===== src/rtl/dut_clock_sequencer_pkg.sv =====
// rtl/dut_clock_sequencer_pkg.sv - shared state encoding and parameter defaults
// Purpose: state enum for the clock sequencer FSM and default parameter values.
// Ports: none (package).
package dut_clock_sequencer_pkg;

  typedef enum logic [1:0] {
    ST_HOLD = 2'd0,
    ST_RUN  = 2'd1,
    ST_IDLE = 2'd2,
    ST_STEP = 2'd3
  } seq_state_e;

  localparam int DEF_DIV_W       = 16;
  localparam int DEF_DELAY_BIT   = 15;
  localparam int DEF_SYNC_STAGES = 2;

endpackage


===== src/rtl/dut_clock_sequencer_input_sync.sv =====
// rtl/dut_clock_sequencer_input_sync.sv - multi-flop synchroniser for async inputs
// Purpose: bring an asynchronous level into the clk domain through STAGES flops.
// Ports:
//   clk   - sampling clock
//   rst_n - asynchronous active-low reset, clears every stage
//   d     - asynchronous input
//   q     - synchronised output (last stage)
module input_sync #(
  parameter int STAGES = 2
) (
  input  logic clk,
  input  logic rst_n,
  input  logic d,
  output logic q
);

  logic [STAGES-1:0] sync_q;
  logic [STAGES-1:0] sync_d;

  always_comb begin
    sync_d    = sync_q << 1;
    sync_d[0] = d;
  end

  always_ff @(posedge clk or negedge rst_n) begin
    if (!rst_n) begin
      sync_q <= '0;
    end else begin
      sync_q <= sync_d;
    end
  end

  assign q = sync_q[STAGES-1];

endmodule


===== src/rtl/dut_clock_sequencer.sv =====
// rtl/dut_clock_sequencer.sv - divided DUT clock with reset, run and single-step control
// Purpose: generates clk_dut from CLK by a programmable divider and sequences the
//   DUT reset (HOLD), free-run (RUN), stopped (IDLE) and single-period (STEP) modes.
// Ports:
//   CLK      - board clock, all logic on posedge
//   rst_n    - asynchronous active-low reset
//   soft_rst - async button, requests a DUT reset sequence
//   run      - async level, 1 = free-run clk_dut
//   step     - async button, each rising edge requests one clk_dut period from IDLE
//   div_val  - half-period minus 1 in CLK cycles
//   clk_dut  - divided DUT clock
//   rst_dut  - active-high DUT reset
//   dut_rise - one-CLK pulse in the cycle clk_dut becomes 1
//   state    - current FSM state
module dut_clock_sequencer
  import dut_clock_sequencer_pkg::*;
#(
  parameter int DIV_W       = DEF_DIV_W,
  parameter int DELAY_BIT   = DEF_DELAY_BIT,
  parameter int SYNC_STAGES = DEF_SYNC_STAGES
) (
  input  logic             CLK,
  input  logic             rst_n,
  input  logic             soft_rst,
  input  logic             run,
  input  logic             step,
  input  logic [DIV_W-1:0] div_val,
  output logic             clk_dut,
  output logic             rst_dut,
  output logic             dut_rise,
  output logic [1:0]       state
);

  localparam logic [DIV_W-1:0]   CNT_ONE = 1;
  localparam logic [DELAY_BIT:0] DLY_ONE = 1;

  logic soft_s, run_s, step_s;

  input_sync #(.STAGES(SYNC_STAGES)) u_sync_soft (.clk(CLK), .rst_n(rst_n), .d(soft_rst), .q(soft_s));
  input_sync #(.STAGES(SYNC_STAGES)) u_sync_run  (.clk(CLK), .rst_n(rst_n), .d(run),      .q(run_s));
  input_sync #(.STAGES(SYNC_STAGES)) u_sync_step (.clk(CLK), .rst_n(rst_n), .d(step),     .q(step_s));

  seq_state_e           state_q, state_d;
  logic [DIV_W-1:0]     cnt_q, cnt_d;
  logic [DIV_W-1:0]     div_lat_q, div_lat_d;
  logic [DELAY_BIT:0]   delay_q, delay_d;
  logic                 clk_q, clk_d;
  logic                 rst_dut_q, rst_dut_d;
  logic                 rise_q, rise_d;
  logic                 step_prev_q, step_prev_d;

  logic [DIV_W-1:0]     eff_lat;
  logic                 wrap;
  logic                 step_edge;

  // div_val is only sampled at the start of a half-period, so a change
  // mid-half never shortens or stretches the half already in progress.
  assign eff_lat   = (cnt_q == '0) ? div_val : div_lat_q;
  assign wrap      = (cnt_q == eff_lat);
  assign step_edge = step_s & ~step_prev_q;

  always_comb begin
    state_d     = state_q;
    cnt_d       = wrap ? '0 : cnt_q + CNT_ONE;
    div_lat_d   = eff_lat;
    delay_d     = delay_q;
    clk_d       = clk_q;
    rst_dut_d   = rst_dut_q;
    step_prev_d = step_s;

    if (soft_s) begin
      state_d   = ST_HOLD;
      cnt_d     = '0;
      delay_d   = '0;
      clk_d     = 1'b0;
      rst_dut_d = 1'b1;
    end else begin
      case (state_q)
        ST_HOLD: begin
          rst_dut_d = 1'b1;
          if (!delay_q[DELAY_BIT]) delay_d = delay_q + DLY_ONE;
          if (wrap) begin
            clk_d = ~clk_q;
            // Leave reset only on a falling toggle so the DUT starts from clk low.
            if (clk_q && delay_q[DELAY_BIT]) begin
              rst_dut_d = 1'b0;
              state_d   = run_s ? ST_RUN : ST_IDLE;
            end
          end
        end
        ST_RUN: begin
          if (wrap) begin
            clk_d = ~clk_q;
            if (clk_q && !run_s) state_d = ST_IDLE;
          end
        end
        ST_IDLE: begin
          cnt_d = '0;
          clk_d = 1'b0;
          if (run_s) begin
            state_d = ST_RUN;
          end else if (step_edge) begin
            // The step period begins with its high half straight away.
            state_d = ST_STEP;
            clk_d   = 1'b1;
          end
        end
        ST_STEP: begin
          if (wrap) begin
            if (clk_q) begin
              clk_d = 1'b0;
            end else if (run_s) begin
              state_d = ST_RUN;
              clk_d   = 1'b1;
            end else begin
              state_d = ST_IDLE;
            end
          end
        end
        default: state_d = ST_HOLD;
      endcase
    end

    rise_d = clk_d & ~clk_q;
  end

  always_ff @(posedge CLK or negedge rst_n) begin
    if (!rst_n) begin
      state_q     <= ST_HOLD;
      cnt_q       <= '0;
      div_lat_q   <= '0;
      delay_q     <= '0;
      clk_q       <= 1'b0;
      rst_dut_q   <= 1'b1;
      rise_q      <= 1'b0;
      step_prev_q <= 1'b0;
    end else begin
      state_q     <= state_d;
      cnt_q       <= cnt_d;
      div_lat_q   <= div_lat_d;
      delay_q     <= delay_d;
      clk_q       <= clk_d;
      rst_dut_q   <= rst_dut_d;
      rise_q      <= rise_d;
      step_prev_q <= step_prev_d;
    end
  end

  assign clk_dut  = clk_q;
  assign rst_dut  = rst_dut_q;
  assign dut_rise = rise_q;
  assign state    = state_q;

endmodule


===== config.mk =====
export PLATFORM = sky130hd
export DESIGN_NAME = dut_clock_sequencer
export DESIGN_NICKNAME = d
export VERILOG_FILES = /design/src/rtl/dut_clock_sequencer_pkg.sv /design/src/rtl/dut_clock_sequencer_input_sync.sv /design/src/rtl/dut_clock_sequencer.sv
export SDC_FILE = /design/constraint.sdc
export NUM_CORES = 1
export LEC_CHECK = 0
export BUFFER_PORTS_ARGS = -buffer_cell sky130_fd_sc_hd__buf_2
export CAP_MARGIN = 20
export CORE_MARGIN = 4
export CORE_UTILIZATION = 45
export DETAILED_ROUTE_END_ITERATION = 10
export PLACE_DENSITY = 0.68
export SETUP_SLACK_MARGIN = 0.5
export SLEW_MARGIN = 25
export SYNTH_ARGS = -nofsm -noshare
export SYNTH_HDL_FRONTEND = slang
export SYNTH_SLANG_ARGS = --single-unit

===== constraint.sdc =====
create_clock -name CLK -period 3.6 [get_ports CLK]
set_clock_uncertainty 0.2 [all_clocks]
set_input_delay 0 -clock CLK [delete_from_list [all_inputs] [get_ports CLK]]
set_output_delay 0 -clock CLK [all_outputs]
set_load 0.005 [all_outputs]

==> impl_metrics.py, run 1 <==
metrics = {
    "global_routing": {
        "grt_pass1_wl_um": 11500,
        "antenna_found_initial": 0,
        "grt_pass1_vias": 2468,
        "overflow": 0,
        "grt_max_degree": 36,
        "grt_usage_pct": 17.4,
    },
    "drt": {
        "drt_iter0_markers": 177,
        "drt_first_pass_iters": 4,
        "viasPerCell": 5.27,
        "drt-total-wl_um": 6810,
        "drt.antenna.violating_nets": 0,
        "wl_per_cell_um": 14.8,
        "via_count": 2420,
        "drc_errors": 0,
    },
    "worst_setup_path": {
        "path_delay_family": "simple AND/OR/NAND/NOR gates",
        "worst-setup-path-type": "flop to flop",
        "reg2reg_depth": 10,
        "crit_path_start_kind": "flop",
        "cp-end-kind": "flop",
        "cp_num_buf_inv": 2,
        "cp.arrival_ps": 2990,
        "reg2reg_from": "cnt_q[0]$_DFF_PN0_",
        "cp_slowest_cell": "nor4_4",
        "required_ps": 3630,
        "rrSetupSlack_ps": 630,
        "r2r-end": "clk_dut$_DFF_PN0_",
        "worstPathMaxFanout": 9,
        "cpPeakStageDelay_ps": 440,
        "crit_chain": "inv_1 -> ha_1 -> nor3b_2 -> and4_1 -> nor4_1 -> o221ai_1 -> nor4_4 -> buf_4 -> nor4b_1 -> a311o_1",
    },
    "sta": {
        "slew_viol_final": 0,
        "setup_viol": 0,
        "fin_crit_ps": 2970,
        "fmax_ghz": 0.337,
        "tns_ps": 0,
        "min_period_over_period_pct": 82.4,
        "grt_setup_unrepaired": "no",
        "relSlewSlack_pct": 43.3,
        "final-hold-violation-count": 0,
        "worstMarginPinSlew_ps": 851,
    },
    "placed_design": {
        "gp_congestion": 0.861,
        "dpl.hpwl_um": 4580,
        "numPortBuffers": 25,
    },
    "synthesis": {
        "synth-edff-count": 0,
        "syn-cell-area_sq_um": 3100,
        "synth_top_area_share_pct": 47.6,
        "synthSimpleGateAreaFrac_pct": 23.9,
        "syn_avg_cell_area_sq_um": 9.46,
        "async_reset_ff_share_pct": 100,
        "yosysSeqAreaShare_pct": 48.4,
        "syn-num-nets": 356,
        "synth_xor_area_share_pct": 12.4,
        "synth-compound-area-share_pct": 5.88,
        "synth_top_family_by_area": "simple AND/OR/NAND/NOR gates",
        "yosysTopAreaCell": "dfrtp_1",
        "synthTopCellsByArea": "dfrtp_1, xnor2_1, nand2_1, xor2_1, nor2_1",
        "ys_ff_latch": 60,
        "ys_types": 48,
        "muxShareOfSynthArea_pct": 2.18,
        "yosysWarnings": 0,
        "synthCells": 328,
        "yosys_most_used_dff": "dfrtp_1",
        "synth_fa_ha_area_share_pct": 2.82,
    },
    "cells_and_area": {
        "layout_common_cells": "dfrtp_1, nand2_1, nor2_1",
        "multi_input_area_sq_um": 1490,
        "register_area_sq_um": 1510,
        "nNetsFinal": 402,
        "diodes": 0,
        "layout.cells.most_common": "dfrtp_1",
        "drive_gt1_share_pct": 16.4,
        "nFillCells": 604,
        "area_growth_pct": 19.9,
    },
    "clocking": {
        "clk_latency_ps": 350,
        "clk_transition_reported_paths_ps": 70,
        "cts_inserted_buffers": 9,
        "cts_max_level": 3,
        "cts_sinks": 60,
        "clockBufferDepth": 2,
        "cts_tree": "done",
        "cts_root_buffer": "clkbuf_8",
    },
    "power_and_ir_drop": {
        "leakage_nw": 1.68,
        "power_mw": 1.55,
        "ir_worst_vdd_mv": 0.309,
        "power_density_nw_per_um2": 416,
    },
    "floorplan": {
        "die-area_sq_um": 8290,
        "fp.coreArea_sq_um": 6760,
        "die_y_um": 91.1,
        "ios": 26,
        "dieWidth_um": 91.1,
        "rows": 30,
        "initial_core_util_pct": 45.9,
    },
    "run_status": {
        "outcome": "complete, no violations",
    },
    "min_path": {
        "hold_class": "primary input to async pin",
    },
    "flow_run": {
        "cap_violations": 0,
    },
}
## routing by layer
layer	track usage [%]	share of wire (%)	vias up
li1	-	-	1178
met1	21.7	45	1173
met2	29.1	49	60
met3	5.72	4.9	9
met4	4.77	1.0	0
met5	0	0	-
## metrics by stage
| step | hold slack [ps] | worst slack (ps) | cell area, sq um | instances | util [%] |
|---|---|---|---|---|---|
| floorplan | -496 | 875 | 3100 | 328 | - |
| global placement | -92.2 | 438 | 3280 | 419 | 48.5 |
| detailed placement | -90.7 | 370 | 3280 | 419 | 48.5 |
| CTS | 78.3 | 500 | 3670 | 455 | 54.4 |
| global route | 91.0 | 468 | 3720 | 459 | 55.1 |
| finish | 88.2 | 634 | 3720 | 459 | 55.1 |
## power by group
group	internal [mW]	leakage [nW]	switching, mW
clock network	0.315	0.0910	0.279
registers	0.720	0.781	0.0394
logic	0.0922	0.812	0.102
total	1.13	1.68	0.420
## flip-flops by register name, indices dropped and copies added (netlist names)
register,flops
delay_q,16
state,2
u_sync_soft.sync_q,2
u_sync_run.sync_q,2
div_lat_q,16
cnt_q,16
u_sync_step.sync_q,2
clk_dut,1
rst_dut,1
dut_rise,1
step_prev_q,1
## cell usage after synthesis, types with 2 or more instances
master and instances:
a41oi_1 2, nand2b_1 4, xor2_1 21, ha_1 7
or3_1 2, and3_1 7, nand2_1 53, nand3_1 12
inv_1 14, clkbuf_1 12, nor4_2 3, and4_1 2
mux2i_1 3, buf_2 3, nor3_1 3, nand4_1 6
nor2b_1 3, xnor2_1 23, nor3b_1 2, nor2_1 46
a221oi_1 2, o221ai_1 2, nor4b_1 2, o22ai_1 2
a21oi_1 5, nor4_1 2, dfrtp_1 59, and2_1 2
o21ai_0 5
## area by class of cell
type	count	share of cell area, %
Multi-Input combinational cell	236	39.9
Timing Repair Buffer	53	10.4
Sequential cell	60	40.5
Clock buffer	9	3.33
Inverter	14	1.41
Tap cell	80	2.69
Clock inverter	7	1.82
## worst max path at each step
stage | from | to | slack, ps | cells past startpoint
detailed placement | cnt_q[0]$_DFF_PN0_ | cnt_q[14]$_DFF_PN0_ | 370 | 9
global route | cnt_q[0]$_DFF_PN0_ | clk_dut$_DFF_PN0_ | 470 | 11
floorplan | cnt_q[0]$_DFF_PN0_ | state[1]$_DFFE_PN0P_ | 880 | 9
global placement | cnt_q[0]$_DFF_PN0_ | cnt_q[3]$_DFF_PN0_ | 440 | 9
CTS | cnt_q[14]$_DFF_PN0_ | state[1]$_DFFE_PN0P_ | 500 | 7
finish | cnt_q[0]$_DFF_PN0_ | clk_dut$_DFF_PN0_ | 630 | 10
## kinds of logic (layout without fill, tap and decap cells)
logic type / count (synthesis) / in the layout
adder cells (fa/ha/maj): 7 / 7
multiplexers: 6 / 6
XOR/XNOR: 44 / 44
AND/OR/NAND/NOR: 153 / 153
buffers and inverters: 32 / 83
AO/OA/AOI/OAI: 26 / 26
flip-flops: 60 / 60
## repair_timing
item / CTS / global route
endpoints found under the setup margin: 16 / 19
endpoints found under the hold margin: 53 / 0
setup buffers: 0 / 4
pin swaps: 0 / 2
hold buffers: 20 / 0
resized for setup: 1 / 5
Note: power is estimated with default switching activity, not from simulation.
==> run 2: changes to the inputs <==
Settings changed: ABC_AREA from default to 1, PLACE_DENSITY 0.68 to 0.7.
Clock period 3.6 ns to 2.5 ns, I/O delays scaled along.
==> run 2 against run 1 <==
Net effect:
- the flow now finishes with violations (setup timing)
- routed wire length grew 49%
- flip-flop and latch count unchanged
- critical path type unchanged
- via count increased by 44%
- global-route usage up 4.6 points
- setup slack worse by 760 ps
- clock-buffer cell count up 2
- final cell count is 44% higher
==> impl_metrics.py, run 2 <==
metrics = {
    "clocking": {
        "cts_max_level": 3,
        "cts_tree": "done",
        "clockBufferDepth": 2,
        "cts_inserted_buffers": 9,
        "clk_transition_reported_paths_ps": 90,
        "cts_root_buffer": "clkbuf_8",
        "cts_sinks": 60,
        "clk_latency_ps": 350,
    },
    "cells_and_area": {
        "layout_common_cells": "nand2_1, inv_1, dfrtp_1",
        "top_regs": "cnt_q (16), delay_q (16), div_lat_q (16)",
        "area_growth_pct": 41.5,
        "fin_util_pct": 65.9,
        "layout.cells.most_common": "nand2_1",
        "fin_cells": 659,
        "nNetsFinal": 583,
        "diodes": 0,
        "drive_gt1_share_pct": 31.8,
    },
    "sta": {
        "fmax_ghz": 0.381,
        "hold_ws_ps": 36.0,
        "slew_viol_final": 0,
        "grt_setup_unrepaired": "yes",
        "layout_setup_ws_ps": -125,
        "fin_crit_ps": 2630,
        "relSlewSlack_pct": 51.2,
        "worstMarginPinSlew_ps": 733,
        "setup_viol": 16,
        "final-hold-violation-count": 0,
        "min_period_over_period_pct": 105,
    },
    "synthesis": {
        "ys_top_cells_by_count": "nand2_1, inv_1, dfrtp_1",
        "ys_types": 36,
        "syn_avg_cell_area_sq_um": 7.47,
        "synthTopCellsByArea": "dfrtp_1, nand2_1, inv_1, nand3_1, nor2_1",
        "synth_top_area_share_pct": 43.5,
        "synthCells": 455,
        "syn-cell-area_sq_um": 3400,
        "async_reset_ff_share_pct": 100,
        "synth-edff-count": 0,
        "yosysMostFrequentCell": "nand2_1",
        "yosysSeqAreaShare_pct": 44.2,
        "ys_ff_latch": 60,
        "yosys_most_used_dff": "dfrtp_1",
        "yosysWarnings": 0,
        "yosysTopAreaCell": "dfrtp_1",
        "syn-num-nets": 483,
    },
    "min_path": {
        "hold_class": "primary input to async pin",
    },
    "floorplan": {
        "die_y_um": 94.9,
        "initial_core_util_pct": 46.6,
        "ios": 26,
        "die-area_sq_um": 9000,
        "fp.coreArea_sq_um": 7290,
        "dieWidth_um": 94.9,
        "rows": 31,
    },
    "worst_setup_path": {
        "cp.arrival_ps": 2680,
        "crit_path_start_kind": "flop",
        "worst-setup-path-type": "flop to flop",
        "required_ps": 2560,
        "cp-end-kind": "flop",
        "worstPathMaxFanout": 10,
    },
    "power_and_ir_drop": {
        "power_mw": 2.41,
        "ir_worst_vdd_mv": 0.231,
        "p_comb_share_pct": 22.7,
        "power_frac_clock_pct": 32.9,
        "power.switching_mw": 0.785,
        "p_seq_share_pct": 44.5,
        "p_int_mw": 1.63,
        "leakage_nw": 2.37,
        "switching_share_pct": 32.5,
        "power_density_nw_per_um2": 502,
    },
    "global_routing": {
        "overflow": 0,
        "grt_pass1_vias": 3471,
        "antenna_found_initial": 0,
        "grt_pass1_wl_um": 15500,
        "grt_max_degree": 32,
        "grt_usage_pct": 22.1,
    },
    "placed_design": {
        "gp_congestion": 0.852,
        "numPortBuffers": 25,
        "dpl.hpwl_um": 5550,
        "placedCellCount": 591,
    },
    "drt": {
        "wl_per_cell_um": 15.4,
        "viasPerCell": 5.27,
        "drt_iter0_markers": 219,
        "drt_first_pass_iters": 5,
        "via_count": 3476,
        "drt-total-wl_um": 10100,
        "drc_errors": 0,
        "drt.antenna.violating_nets": 0,
    },
    "run_status": {
        "violations": "setup timing",
        "outcome": "finished with violations",
    },
    "flow_run": {
        "cap_violations": 0,
    },
}
-- run 2: worst max-delay path, cell delays in order (launching register included) --
cell,delay [ps]
dfrtp_1,450
nor2_1,190
nand2_1,110
nor2_4,150
buf_12,140
buf_4,120
nand3b_1,100
nand3_1,120
nand2_1,80
nand2_1,80
inv_2,50
nand2_2,70
nor2_2,50
nand2_2,110
buf_4,140
nand3_4,160
nor3b_2,220
-- run 2: timing repair --
item                                    in CTS  in global routing
endpoints found under the setup margin      25                 32
gates resized for setup                     49                 46
hold buffers                                20                  0
pin swaps                                   23                 28
cloned                                       4                  0
hold endpoints to repair                    78                  0
setup buffers                               13                 15
-- run 2: cell families after synthesis --
logic type                 count (synthesis)  share of synthesized area (%)
xor gates and xnor gates                   7                           1.80
AOI/OAI and AO/OA                         41                           6.96
DFF                                       60                           44.2
buffers and inverters                     84                           9.80
adders and majority gates                  7                           2.58
and+or+nand+nor                          256                           34.6
-- run 2: path summary, 6_finish.rpt --
path                       cells after the start  slack (ps)                              end                       startpoint
max                                           16        -130              cnt_q[14]$_DFF_PN0_               cnt_q[6]$_DFF_PN0_
min                                            2          40          div_lat_q[12]$_DFF_PN0_                            rst_n
max reg2reg                                   16        -130              cnt_q[14]$_DFF_PN0_               cnt_q[6]$_DFF_PN0_
min reg2reg                                    0         150  u_sync_soft.sync_q[1]$_DFF_PN0_  u_sync_soft.sync_q[0]$_DFF_PN0_
max in group asynchronous                      3        1370              rst_dut$_DFFE_PN1P_                            rst_n
min in group CLK                               2          90   u_sync_run.sync_q[0]$_DFF_PN0_                              run
-- run 2: area by class of cell --
class,instances,area [sq um]
multi-input combinational,315,1960
clock buffer,11,131
fill,546,2480
inverter,78,297
timing repair buffer,91,748
clock inverter,5,37.5
sequential,60,1510
tap,99,124
-- run 2: metal layers --
metal	vias to the layer above	wire [um]	global-route usage (%)	share of wire [%]
met5	-	0	0	0
met4	0	361	13.8	3.6
met3	39	547	3.11	5.4
met2	134	5070	37.9	50
li1	1648	-	-	-
met1	1655	4140	25.8	41
-- run 2: per-stage QoR --
step | setup WS (ps) | cell area (sq um) | setup TNS, ps
floorplan | 248 | 3420 | 0
global placement | 1.64 | 3790 | 0
detailed placement | -97.7 | 3790 | -1010
CTS | 66.3 | 4520 | 0
global route | -191 | 4810 | -2540
finish | -125 | 4810 | -739
-- run 2: power groups by stage --
stage               logic, mW  clock network (mW)  registers, mW
finish                  0.547               0.793           1.07
detailed placement      0.372                   0           1.08
CTS                     0.485               0.782           1.07
global placement        0.365                   0           1.08
global route            0.604               0.831           1.08
floorplan               0.268                   0           1.08
